<file path="config.mk">
export PLATFORM = sky130hd
export DESIGN_NAME = sdiv_seq_flat
export DESIGN_NICKNAME = d
export VERILOG_FILES = /design/src/rtl/sdiv_pkg.sv /design/src/rtl/sdiv_if.sv /design/src/rtl/sdiv_step.sv /design/src/rtl/sdiv_seq.sv /design/src/flat_wrapper.sv
export SDC_FILE = /design/constraint.sdc
export NUM_CORES = 1
export LEC_CHECK = 0
export CAP_MARGIN = 20
export CORE_MARGIN = 4
export CORE_UTILIZATION = 30
export CTS_CLUSTER_DIAMETER = 30
export DETAILED_ROUTE_END_ITERATION = 10
export SLEW_MARGIN = 5
export SYNTH_ARGS = -nofsm -noshare
export SYNTH_HDL_FRONTEND = slang
export SYNTH_SLANG_ARGS = --single-unit
</file>
<file path="constraint.sdc">
create_clock -name clock -period 14.3 [get_ports clock]
set_clock_uncertainty 0.15 [all_clocks]
set_input_delay 2.145 -clock clock [delete_from_list [all_inputs] [get_ports clock]]
set_output_delay 2.145 -clock clock [all_outputs]
set_load 0.03 [all_outputs]
</file>
<file path="src/rtl/sdiv_pkg.sv">
// Shared types and sizing helpers for the sequential signed divider.
package sdiv_pkg;

    localparam int DEF_WIDTH = 32;

    typedef enum logic [1:0] {
        IDLE = 2'd0,
        DIV  = 2'd1,
        FIX  = 2'd2,
        OUT  = 2'd3
    } state_e;

    // The step counter must be able to reach WIDTH itself.
    function automatic int cnt_width(input int width);
        return $clog2(width + 1);
    endfunction

    localparam int DEF_CNT_W = $clog2(DEF_WIDTH + 1);

endpackage

</file>
<file path="src/rtl/sdiv_if.sv">
// Request/result bundle between a divider client (master) and sdiv_seq (slave).
interface sdiv_if
    import sdiv_pkg::*;
#(
    parameter int WIDTH = DEF_WIDTH
);
    // Handshake: start is sampled only while the divider is idle (busy=0);
    // dvdnd/dvsor are captured on that edge. valid pulses for exactly one
    // cycle when quot/remd/div_zero/ovf are good; they then hold until the
    // next valid. A start seen while busy=1 is dropped, not queued.
    logic                 start;
    logic [2*WIDTH-1:0]   dvdnd;
    logic [WIDTH-1:0]     dvsor;
    logic [WIDTH-1:0]     quot;
    logic [WIDTH-1:0]     remd;
    logic                 busy;
    logic                 valid;
    logic                 div_zero;
    logic                 ovf;

    modport master (
        output start, dvdnd, dvsor,
        input  quot, remd, busy, valid, div_zero, ovf
    );

    modport slave (
        input  start, dvdnd, dvsor,
        output quot, remd, busy, valid, div_zero, ovf
    );

endinterface

</file>
<file path="src/rtl/sdiv_step.sv">
// One restoring-division step: (WIDTH+1)-bit ripple trial subtract of the
// divisor magnitude from the shifted partial remainder, plus restore mux.
module sdiv_step #(
    parameter int WIDTH = 32
) (
    input  logic [WIDTH-1:0] rem_i,
    input  logic             bit_i,
    input  logic [WIDTH-1:0] dvs_i,
    output logic [WIDTH-1:0] rem_o,
    output logic             qbit_o
);

    logic [WIDTH:0] shifted;
    logic [WIDTH:0] dvs_inv;
    logic [WIDTH:0] diff;
    logic           carry;
    logic           unused_diff_msb;

    assign shifted = {rem_i, bit_i};
    assign dvs_inv = ~{1'b0, dvs_i};

    // Ripple of full-adder cells; carry-out of 1 means the difference is non-negative.
    always_comb begin
        carry = 1'b1;
        diff  = '0;
        for (int i = 0; i <= WIDTH; i++) begin
            diff[i] = shifted[i] ^ dvs_inv[i] ^ carry;
            carry   = (shifted[i] & dvs_inv[i]) | (carry & (shifted[i] ^ dvs_inv[i]));
        end
        qbit_o = carry;
        rem_o  = carry ? diff[WIDTH-1:0] : shifted[WIDTH-1:0];
    end

    assign unused_diff_msb = diff[WIDTH];

endmodule

</file>
<file path="src/rtl/sdiv_seq.sv">
// Sequential signed divider, 2*WIDTH / WIDTH bits, one restoring step per clock.
// Quotient truncates toward zero; remainder follows the dividend's sign.
module sdiv_seq
    import sdiv_pkg::*;
#(
    parameter int WIDTH = DEF_WIDTH
) (
    input  logic       clock,
    input  logic       reset,
    sdiv_if.slave      bus,
    output logic [1:0] state_dbg
);

    localparam int CNT_W = cnt_width(WIDTH);
    localparam logic [1:0] S_IDLE = IDLE;
    localparam logic [1:0] S_DIV  = DIV;
    localparam logic [1:0] S_FIX  = FIX;
    localparam logic [1:0] S_OUT  = OUT;
    localparam logic [CNT_W-1:0] LAST_STEP = CNT_W'(WIDTH - 1);

    logic [1:0]         state_q, state_d;
    logic [CNT_W-1:0]   cnt_q, cnt_d;
    logic [WIDTH-1:0]   rem_q, rem_d;
    logic [WIDTH-1:0]   lo_q, lo_d;
    logic [WIDTH-1:0]   dvs_q, dvs_d;
    logic               qneg_q, qneg_d;
    logic               rneg_q, rneg_d;
    logic               err_z_q, err_z_d;
    logic               err_o_q, err_o_d;
    logic [WIDTH-1:0]   quot_q, quot_d;
    logic [WIDTH-1:0]   remd_q, remd_d;
    logic               valid_q, valid_d;
    logic               busy_q, busy_d;
    logic               dz_q, dz_d;
    logic               ovf_q, ovf_d;

    logic [2*WIDTH-1:0] dvdnd_mag;
    logic [WIDTH-1:0]   dvsor_mag;
    logic [WIDTH-1:0]   step_rem;
    logic               step_qbit;
    logic [WIDTH-1:0]   q_signed;
    logic [WIDTH-1:0]   r_signed;
    logic               late_ovf;
    logic               ovf_fix;

    assign dvdnd_mag = bus.dvdnd[2*WIDTH-1] ? -bus.dvdnd : bus.dvdnd;
    assign dvsor_mag = bus.dvsor[WIDTH-1]   ? -bus.dvsor : bus.dvsor;

    sdiv_step #(.WIDTH(WIDTH)) u_step (
        .rem_i  (rem_q),
        .bit_i  (lo_q[WIDTH-1]),
        .dvs_i  (dvs_q),
        .rem_o  (step_rem),
        .qbit_o (step_qbit)
    );

    // A negative result may reach -2^(WIDTH-1); a positive one only 2^(WIDTH-1)-1.
    assign q_signed = qneg_q ? -lo_q  : lo_q;
    assign r_signed = rneg_q ? -rem_q : rem_q;
    assign late_ovf = qneg_q ? (lo_q[WIDTH-1] && (|lo_q[WIDTH-2:0])) : lo_q[WIDTH-1];
    assign ovf_fix  = !err_z_q && (err_o_q || late_ovf);

    always_comb begin
        state_d = state_q;
        cnt_d   = cnt_q;
        rem_d   = rem_q;
        lo_d    = lo_q;
        dvs_d   = dvs_q;
        qneg_d  = qneg_q;
        rneg_d  = rneg_q;
        err_z_d = err_z_q;
        err_o_d = err_o_q;
        quot_d  = quot_q;
        remd_d  = remd_q;
        dz_d    = dz_q;
        ovf_d   = ovf_q;
        valid_d = 1'b0;
        case (state_q)
            S_IDLE: begin
                if (bus.start) begin
                    state_d = S_DIV;
                    cnt_d   = '0;
                    rem_d   = dvdnd_mag[2*WIDTH-1:WIDTH];
                    lo_d    = dvdnd_mag[WIDTH-1:0];
                    dvs_d   = dvsor_mag;
                    qneg_d  = bus.dvdnd[2*WIDTH-1] ^ bus.dvsor[WIDTH-1];
                    rneg_d  = bus.dvdnd[2*WIDTH-1];
                    err_z_d = (bus.dvsor == '0);
                    // Upper half >= divisor means the unsigned quotient needs > WIDTH bits.
                    err_o_d = (bus.dvsor != '0) && (dvdnd_mag[2*WIDTH-1:WIDTH] >= dvsor_mag);
                end
            end
            S_DIV: begin
                rem_d = step_rem;
                lo_d  = {lo_q[WIDTH-2:0], step_qbit};
                cnt_d = cnt_q + CNT_W'(1);
                if (cnt_q == LAST_STEP) begin
                    state_d = S_FIX;
                end
            end
            S_FIX: begin
                state_d = S_OUT;
                valid_d = 1'b1;
                dz_d    = err_z_q;
                ovf_d   = ovf_fix;
                if (err_z_q || ovf_fix) begin
                    quot_d = '0;
                    remd_d = '0;
                end else begin
                    quot_d = q_signed;
                    remd_d = r_signed;
                end
            end
            S_OUT: begin
                state_d = S_IDLE;
            end
            default: begin
                state_d = S_IDLE;
            end
        endcase
        busy_d = (state_d != S_IDLE);
    end

    always_ff @(posedge clock or negedge reset) begin
        if (!reset) begin
            state_q <= S_IDLE;
            cnt_q   <= '0;
            rem_q   <= '0;
            lo_q    <= '0;
            dvs_q   <= '0;
            qneg_q  <= 1'b0;
            rneg_q  <= 1'b0;
            err_z_q <= 1'b0;
            err_o_q <= 1'b0;
            quot_q  <= '0;
            remd_q  <= '0;
            valid_q <= 1'b0;
            busy_q  <= 1'b0;
            dz_q    <= 1'b0;
            ovf_q   <= 1'b0;
        end else begin
            state_q <= state_d;
            cnt_q   <= cnt_d;
            rem_q   <= rem_d;
            lo_q    <= lo_d;
            dvs_q   <= dvs_d;
            qneg_q  <= qneg_d;
            rneg_q  <= rneg_d;
            err_z_q <= err_z_d;
            err_o_q <= err_o_d;
            quot_q  <= quot_d;
            remd_q  <= remd_d;
            valid_q <= valid_d;
            busy_q  <= busy_d;
            dz_q    <= dz_d;
            ovf_q   <= ovf_d;
        end
    end

    assign bus.quot     = quot_q;
    assign bus.remd     = remd_q;
    assign bus.busy     = busy_q;
    assign bus.valid    = valid_q;
    assign bus.div_zero = dz_q;
    assign bus.ovf      = ovf_q;
    assign state_dbg    = state_q;

endmodule

</file>
<file path="src/flat_wrapper.sv">
// flat-port wrapper written by rule: the top's interface ports become plain ports
module sdiv_seq_flat import sdiv_pkg::*;
#(
    parameter int WIDTH = DEF_WIDTH
)
  (clock, reset, state_dbg, bus_start, bus_dvdnd, bus_dvsor, bus_quot, bus_remd, bus_busy, bus_valid, bus_div_zero, bus_ovf);
  sdiv_if #(.WIDTH(WIDTH)) bus_i ();
  input  logic clock;
  input  logic reset;
  output logic [1:0] state_dbg;
  input wire logic [$bits(bus_i.start)-1:0] bus_start;
  input wire logic [$bits(bus_i.dvdnd)-1:0] bus_dvdnd;
  input wire logic [$bits(bus_i.dvsor)-1:0] bus_dvsor;
  output wire logic [$bits(bus_i.quot)-1:0] bus_quot;
  output wire logic [$bits(bus_i.remd)-1:0] bus_remd;
  output wire logic [$bits(bus_i.busy)-1:0] bus_busy;
  output wire logic [$bits(bus_i.valid)-1:0] bus_valid;
  output wire logic [$bits(bus_i.div_zero)-1:0] bus_div_zero;
  output wire logic [$bits(bus_i.ovf)-1:0] bus_ovf;
  assign bus_i.start = bus_start;
  assign bus_i.dvdnd = bus_dvdnd;
  assign bus_i.dvsor = bus_dvsor;
  assign bus_quot = bus_i.quot;
  assign bus_remd = bus_i.remd;
  assign bus_busy = bus_i.busy;
  assign bus_valid = bus_i.valid;
  assign bus_div_zero = bus_i.div_zero;
  assign bus_ovf = bus_i.ovf;
  sdiv_seq #(.WIDTH(WIDTH)) u_core (.clock(clock), .reset(reset), .bus(bus_i), .state_dbg(state_dbg));
endmodule
</file>
## Word level (Yosys, flattened, before mapping)

Index checks and enable logic that the tools add are counted.

| storage, ports and cells | value |
|---|---|
| bits of input ports | 99 |
| logic and storage cells | 223 |
| bits in registers | 176 |

| operators by class | value |
|---|---|
| eq/ne operators | 5 |
| multiplexer cells | 18 |
| reductions and logical operators | 14 |
| order comparisons | 1 |
| add/subtract/negate cells | 5 |
| bitwise logic cells | 165 |

Operators by type and width:

| kind | number |
|---|---|
| $mux 32 | 8 |
| $pmux 32 s2 | 2 |
| $neg 32->32 | 3 |
| $and 1x1->1 | 65 |
| $xor 1x1->1 | 65 |
| $mux 64 | 1 |
| $neg 64->64 | 1 |
| $not 32->33 | 1 |
| $or 1x1->1 | 33 |
| $ge 32x32->1 | 1 |
| $logic_not 32->1 | 1 |
| $reduce_bool 32->1 | 1 |
| $reduce_or 31->1 | 1 |
| $pmux 6 s2 | 1 |
| $pmux 2 s4 | 1 |
| $add 6x1->6 const B | 1 |
| $eq 6x5->1 const B | 1 |
| $mux 6 | 1 |
| $eq 2x2->1 const B | 2 |
| $mux 2 | 2 |
| $reduce_and 2->1 | 2 |
| $reduce_bool 2->1 | 2 |
| $logic_and 1x1->1 | 3 |
| $eq 2x1->1 const B | 1 |
| other kinds (6) | 8 |

## Longest topological paths before layout

| logic depth | value |
|---|---|
| depth in word-level cells | 69 |
| depth in mapped cells | 43 |

## By module

A second synthesis with hierarchy kept.

| second synthesis, totals | value |
|---|---|
| cells, all modules | 1349 |
| area, all modules | 12206.7 um2 |

Modules (own cells, without submodules):

| module | instances | area each (um2) | cells an instance | seq. area each (um2) |
|---|---|---|---|---|
| sdiv_seq | 1 | 10929.2 | 1209 | 4404.2 |
| sdiv_step | 1 | 1277.5 | 140 | 0.0 |

## Worst setup path after synthesis

OpenSTA, ideal clock, no wires.

| timing | value |
|---|---|
| path kind | register to register |
| start | register u_core.lo_q[31] |
| end | register u_core.rem_q[21] |
| required time | 14.024 ns |
| period minus slack after synthesis | 13.363 ns |
| buffers on the path | 2 |
| slack | 0.937 ns |
| arrival time | 13.087 ns |
| setup time | 0.126 ns |
| cell stages (with the launch flop) | 42 |
| cells stage by stage | dfrtp_1 -> inv_1 -> ha_1 -> fa_1 -> fa_1 -> fa_1 -> fa_1 -> fa_1 -> fa_1 -> fa_1 -> fa_1 -> fa_1 -> fa_1 -> fa_1 -> fa_1 -> fa_1 -> fa_1 -> fa_1 -> (+6 left out) -> fa_1 -> fa_1 -> fa_1 -> fa_1 -> fa_1 -> fa_1 -> fa_1 -> inv_1 -> fa_1 -> inv_1 -> fa_1 -> inv_1 -> fa_1 -> or2_2 -> clkbuf_1 -> clkbuf_1 -> a211oi_1 -> a221o_1 |

| on the way | value |
|---|---|
| cells in the longest elaborated chain, start to end | 68 |
| elaborated cells on any way between the ends | 70 |

RTL lines:

| element | RTL line | RTL |
|---|---|---|
| from (decl) | sdiv_seq.sv:24 | `logic [WIDTH-1:0] lo_q, lo_d;` |
| from (signal assigned) | sdiv_seq.sv:145 | `lo_q <= lo_d;` |
| $and 1x1->1 / $xor 1x1->1 (equally long branches) | sdiv_step.sv:28 | `carry = (shifted[i] & dvs_inv[i]) \| (carry & (shifted[i] ^ dvs_inv[i]));` |
| $or 1x1->1 * | sdiv_step.sv:28 |  |
| $and 1x1->1 * | sdiv_step.sv:28 |  |
| $or 1x1->1 * | sdiv_step.sv:28 |  |
| $and 1x1->1 * | sdiv_step.sv:28 |  |
| $or 1x1->1 * | sdiv_step.sv:28 |  |
| $and 1x1->1 * | sdiv_step.sv:28 |  |
| $or 1x1->1 * | sdiv_step.sv:28 |  |
| (+52 left out) | - |  |
| $and 1x1->1 | sdiv_step.sv:28 |  |
| $or 1x1->1 | sdiv_step.sv:28 |  |
| $and 1x1->1 | sdiv_step.sv:28 |  |
| $or 1x1->1 | sdiv_step.sv:28 |  |
| $and 1x1->1 | sdiv_step.sv:28 |  |
| $or 1x1->1 | sdiv_step.sv:28 |  |
| $mux 32 * | sdiv_step.sv:31 | `rem_o = carry ? diff[WIDTH-1:0] : shifted[WIDTH-1:0];` |
| $pmux 32 s2 * | sdiv_seq.sv:78 | `case (state_q)` |
| to (signal assigned) | sdiv_seq.sv:144 | `rem_q <= rem_d;` |
| to (decl) | sdiv_seq.sv:23 | `logic [WIDTH-1:0] rem_q, rem_d;` |

Mark *: on every way between the ends. The rest lies on a longest branch, timed or not.
A chain may end at the register's enable or synchronous reset.

## Worst setup path after layout

| timing | value |
|---|---|
| start | register u_core.lo_q[31] |
| end | register u_core.rem_q[2] |

| on the way | value |
|---|---|
| cells in the longest elaborated chain, start to end | 68 |
| elaborated cells on any way between the ends | 70 |

RTL lines:

| element | RTL line |
|---|---|
| $and 1x1->1 / $xor 1x1->1 (equally long branches) | sdiv_step.sv:28 |
| $or 1x1->1 * | sdiv_step.sv:28 |
| $and 1x1->1 * | sdiv_step.sv:28 |
| $or 1x1->1 * | sdiv_step.sv:28 |
| $and 1x1->1 | sdiv_step.sv:28 |
| $or 1x1->1 | sdiv_step.sv:28 |
| $and 1x1->1 | sdiv_step.sv:28 |
| $or 1x1->1 | sdiv_step.sv:28 |
| (+52 left out) | - |
| $and 1x1->1 | sdiv_step.sv:28 |
| $or 1x1->1 | sdiv_step.sv:28 |
| $and 1x1->1 | sdiv_step.sv:28 |
| $or 1x1->1 | sdiv_step.sv:28 |
| $and 1x1->1 | sdiv_step.sv:28 |
| $or 1x1->1 | sdiv_step.sv:28 |
| $mux 32 * | sdiv_step.sv:31 |
| $pmux 32 s2 * | sdiv_seq.sv:78 |

Marks and branches as above.

==> run metrics <==
Yosys reg bits=around 180; fin nets=between 1500 and 2000; routed vias=10575; slew margin rel.=a little under a third; num ports=169; DRT Pass-1 Iters=8; Synth Area per Inst=9.062 sq um; Placed Area=14300 sq um; commonest non-fill, non-tap cell in the layout=nand2_1; Iteration-0 DRC Markers=just under 700; Worst setup SP type=register; cts hold-fix bufs=0; run status=complete, no violations; CTS max path bufs=2; Crit-path slowest cell=fa_1; CP required=roughly 15000 ps; clock share of power=17.8%; setup_tns=0 ps; leak pwr=0.005984 uW; pin count of the biggest net entering global routing=111; Peak VDD IR=78.47 uV; power consumption=2618 uW; EDFF count, synth=0; Row Count=73; worst path arrival time=~14000 ps; worst setup path class=register to register; RSZ-0062 raised after global routing=false; Placed Instances=1963; Final Instance Count excl. Fillers=1999; warnings from Yosys=0; die width=209.4 microns; sequential fraction of the synthesis area=36.19%; Overflow after GRT=0; Core Box Area=~40000 sq um; Comb power frac=between 40% and 50%; number of global-route vias before repair=10415; sw frac=41.62%; CTS tree=yes; Final setup viols=0; clock sink total=between 150 and 200; period utilization=96.79%; global routing's busiest layer=met1; Slew Viols, Final=0; GR Util All Layers=17.36%; register share of total power=33.9%; Hold Vio Cnt, Final=0; Post-Synthesis Cells=1343; Critical path buffers and inverters=5; clk_lat worst skew=approximately 440 ps; Finished Cell Area=14960 sq um; area of the die=43850 sq um; DP HPWL=approximately 30000 microns; Post-Syn Area=approximately 12000 sq um; CTS clk-pin slew, worst paths=70 ps; global routing usage on met2=24.60%; Hold/Removal Path Class=register to register; ant diodes=0; Die Span Y=approximately 210 microns; post-synthesis cell type count=70; vias per cell=5.290; starting density of the core=30.49%; Avg WL per Cell=about 19 microns; Sw Pwr=1090 uW; Routed Antenna Nets=0; Final WS setup=459.6 ps; Worst-Margin Slew=approximately 1000 ps; Num CTS Buffers=17; GP Congestion=0.8451; internal power=1528 uW; Final min period=13840 ps; share of layout cells above drive strength 1=6.716%; Synth async-reset ratio=100.0%; routed wire length=38550 microns; M1 GR Usage=25.63%; global-route wire length before repair=60660 microns; critical path capture point type=register; slowest stage delay, CP=420 ps; GRT met3 Usage=approximately 6%; PD cells=174.9 nW/um^2; initial antenna violation count=2; syn_nets=1511; H-tree levels=4; # port buffers=168; DP Worst Slack=380.4 ps; delay-heaviest family, CP=adder cells; Most common cell on crit path=fa_1; main flop type after synthesis=dfrtp_1; commonest non-fill, non-tap cells in the layout=nand2_1 (190), dfrtp_1 (176), clkdlybuf4s50_1 (166); DRC Markers=0; max-cap violations=0; Fmax=~72 MHz; crit path max fanout=40; Area Overhead vs Synth=22.96%; clk root buf=clkbuf_16
Yosys cell counts (4+ instances only):
| library cell | number | area [sq um] |
|---|---|---|
| or4_1 | 22 | 165.2 |
| xnor2_1 | 65 | 569.3 |
| mux2i_1 | 5 | 50.05 |
| buf_1 | 7 | 26.28 |
| o41ai_1 | 20 | 175.2 |
| a22oi_1 | 31 | 232.7 |
| a21o_1 | 11 | 82.58 |
| a221o_1 | 7 | 70.07 |
| nand2b_1 | 8 | 50.05 |
| o41ai_2 | 6 | 97.59 |
| a211oi_1 | 10 | 75.07 |
| nor4_1 | 13 | 81.33 |
| nand3_1 | 13 | 65.06 |
| o22ai_1 | 5 | 31.28 |
| nand4_1 | 13 | 81.33 |
| a21oi_1 | 24 | 120.1 |
| nand4b_1 | 4 | 35.03 |
| nor2b_1 | 11 | 68.82 |
| ha_1 | 38 | 475.5 |
| or3_1 | 24 | 150.1 |
| nand2_1 | 191 | 716.9 |
| o21ai_1 | 10 | 50.05 |
| clkbuf_1 | 76 | 285.3 |
| fa_1 | 31 | 620.6 |
| xor2_1 | 87 | 762.0 |
| and3_1 | 4 | 25.02 |
| o31ai_1 | 83 | 623.1 |
| inv_1 | 46 | 172.7 |
| o21ai_0 | 162 | 810.8 |
| nor2_1 | 39 | 146.4 |
| or2_2 | 10 | 62.56 |
| o221a_2 | 12 | 135.1 |
| nor3_1 | 18 | 90.09 |
| nor3b_1 | 4 | 30.03 |
| or4_4 | 4 | 45.04 |
| dfrtp_1 | 176 | 4404 |
kinds of logic after synthesis:
kind of cell,count (synthesis),synth area share (%)
AOI/OAI and AO/OA,415,23.17
muxes,5,0.4112
adders and majority gates,69,9.006
buffers and inverters,132,4.205
and+or+nand+nor,394,16.08
xor gates and xnor gates,152,10.94
DFF,176,36.19
worst min-delay path, stage by stage, from the launching register on:
cell     delay, ps
dfrtp_1        340
nand2_1         50
nand2_1         50
state kept, by name, indices dropped and copies added (netlist names):
register and count:
u_core.bus.quot 32, u_core.bus.remd 32, u_core.dvs_q 32, u_core.lo_q 32, u_core.rem_q 32, u_core.cnt_q 6, u_core.state_dbg 2, u_core.bus.busy 1
u_core.bus.div_zero 1, u_core.bus.ovf 1, u_core.bus.valid 1, u_core.err_o_q 1, u_core.err_z_q 1, u_core.qneg_q 1, u_core.rneg_q 1
per-stage QoR:
| step | hold WS [ps] | util, % |
|---|---|---|
| after floorplan | 299.8 | - |
| after global placement | 308.7 | 35.83 |
| after detailed placement | 312.6 | 35.83 |
| after CTS | 329.8 | 37.31 |
| after global routing | 345.0 | 37.49 |
| final | 322.4 | 37.49 |
final timing paths:
check,startpoint,end,slack [ps],depth (start not counted)
min reg2reg,u_core.bus.div_zero$_DFFE_PN0P_,u_core.bus.div_zero$_DFFE_PN0P_,320,2
min,u_core.bus.div_zero$_DFFE_PN0P_,u_core.bus.div_zero$_DFFE_PN0P_,320,2
min in group asynchronous,reset,u_core.dvs_q[23]$_DFFE_PN0P_,1410,1
max,u_core.lo_q[31]$_DFFE_PN0P_,u_core.rem_q[2]$_DFFE_PN0P_,460,42
max in group asynchronous,reset,u_core.bus.quot[14]$_DFFE_PN0P_,10940,3
max reg2reg,u_core.lo_q[31]$_DFFE_PN0P_,u_core.rem_q[2]$_DFFE_PN0P_,460,42
timing repair:
item,4_1_cts,5_1_grt
setup buffers,0,2
endpoints found under the setup margin,0,23
resized for setup,0,2
area by class of cell:
cell class	count	area, sq um
timing repair buffer	185	1858
sequential	176	4404
inverter	46	172.7
tap	525	656.9
clock buffer	19	452.9
clock inverter	13	136.4
fill	4014	24950
multi-input combinational	1035	7283
layer usage:
layer  up-vias  routed length [microns]
met2       311                    15900
met1      5122                    18950
met4         2                      495
met5         -                       13
met3        30                     3195
li1       5110                        -
power groups by stage:
stage	Combinational, uW	Sequential [uW]	Clock [uW]
2_1_floorplan	974	798	0
3_3_place_gp	1220	884	0
3_5_place_dp	1240	888	0
4_1_cts	1260	879	480
5_1_grt	1440	913	500
6_report	1260	886	467
Note: power is estimated with default switching activity, not from simulation.
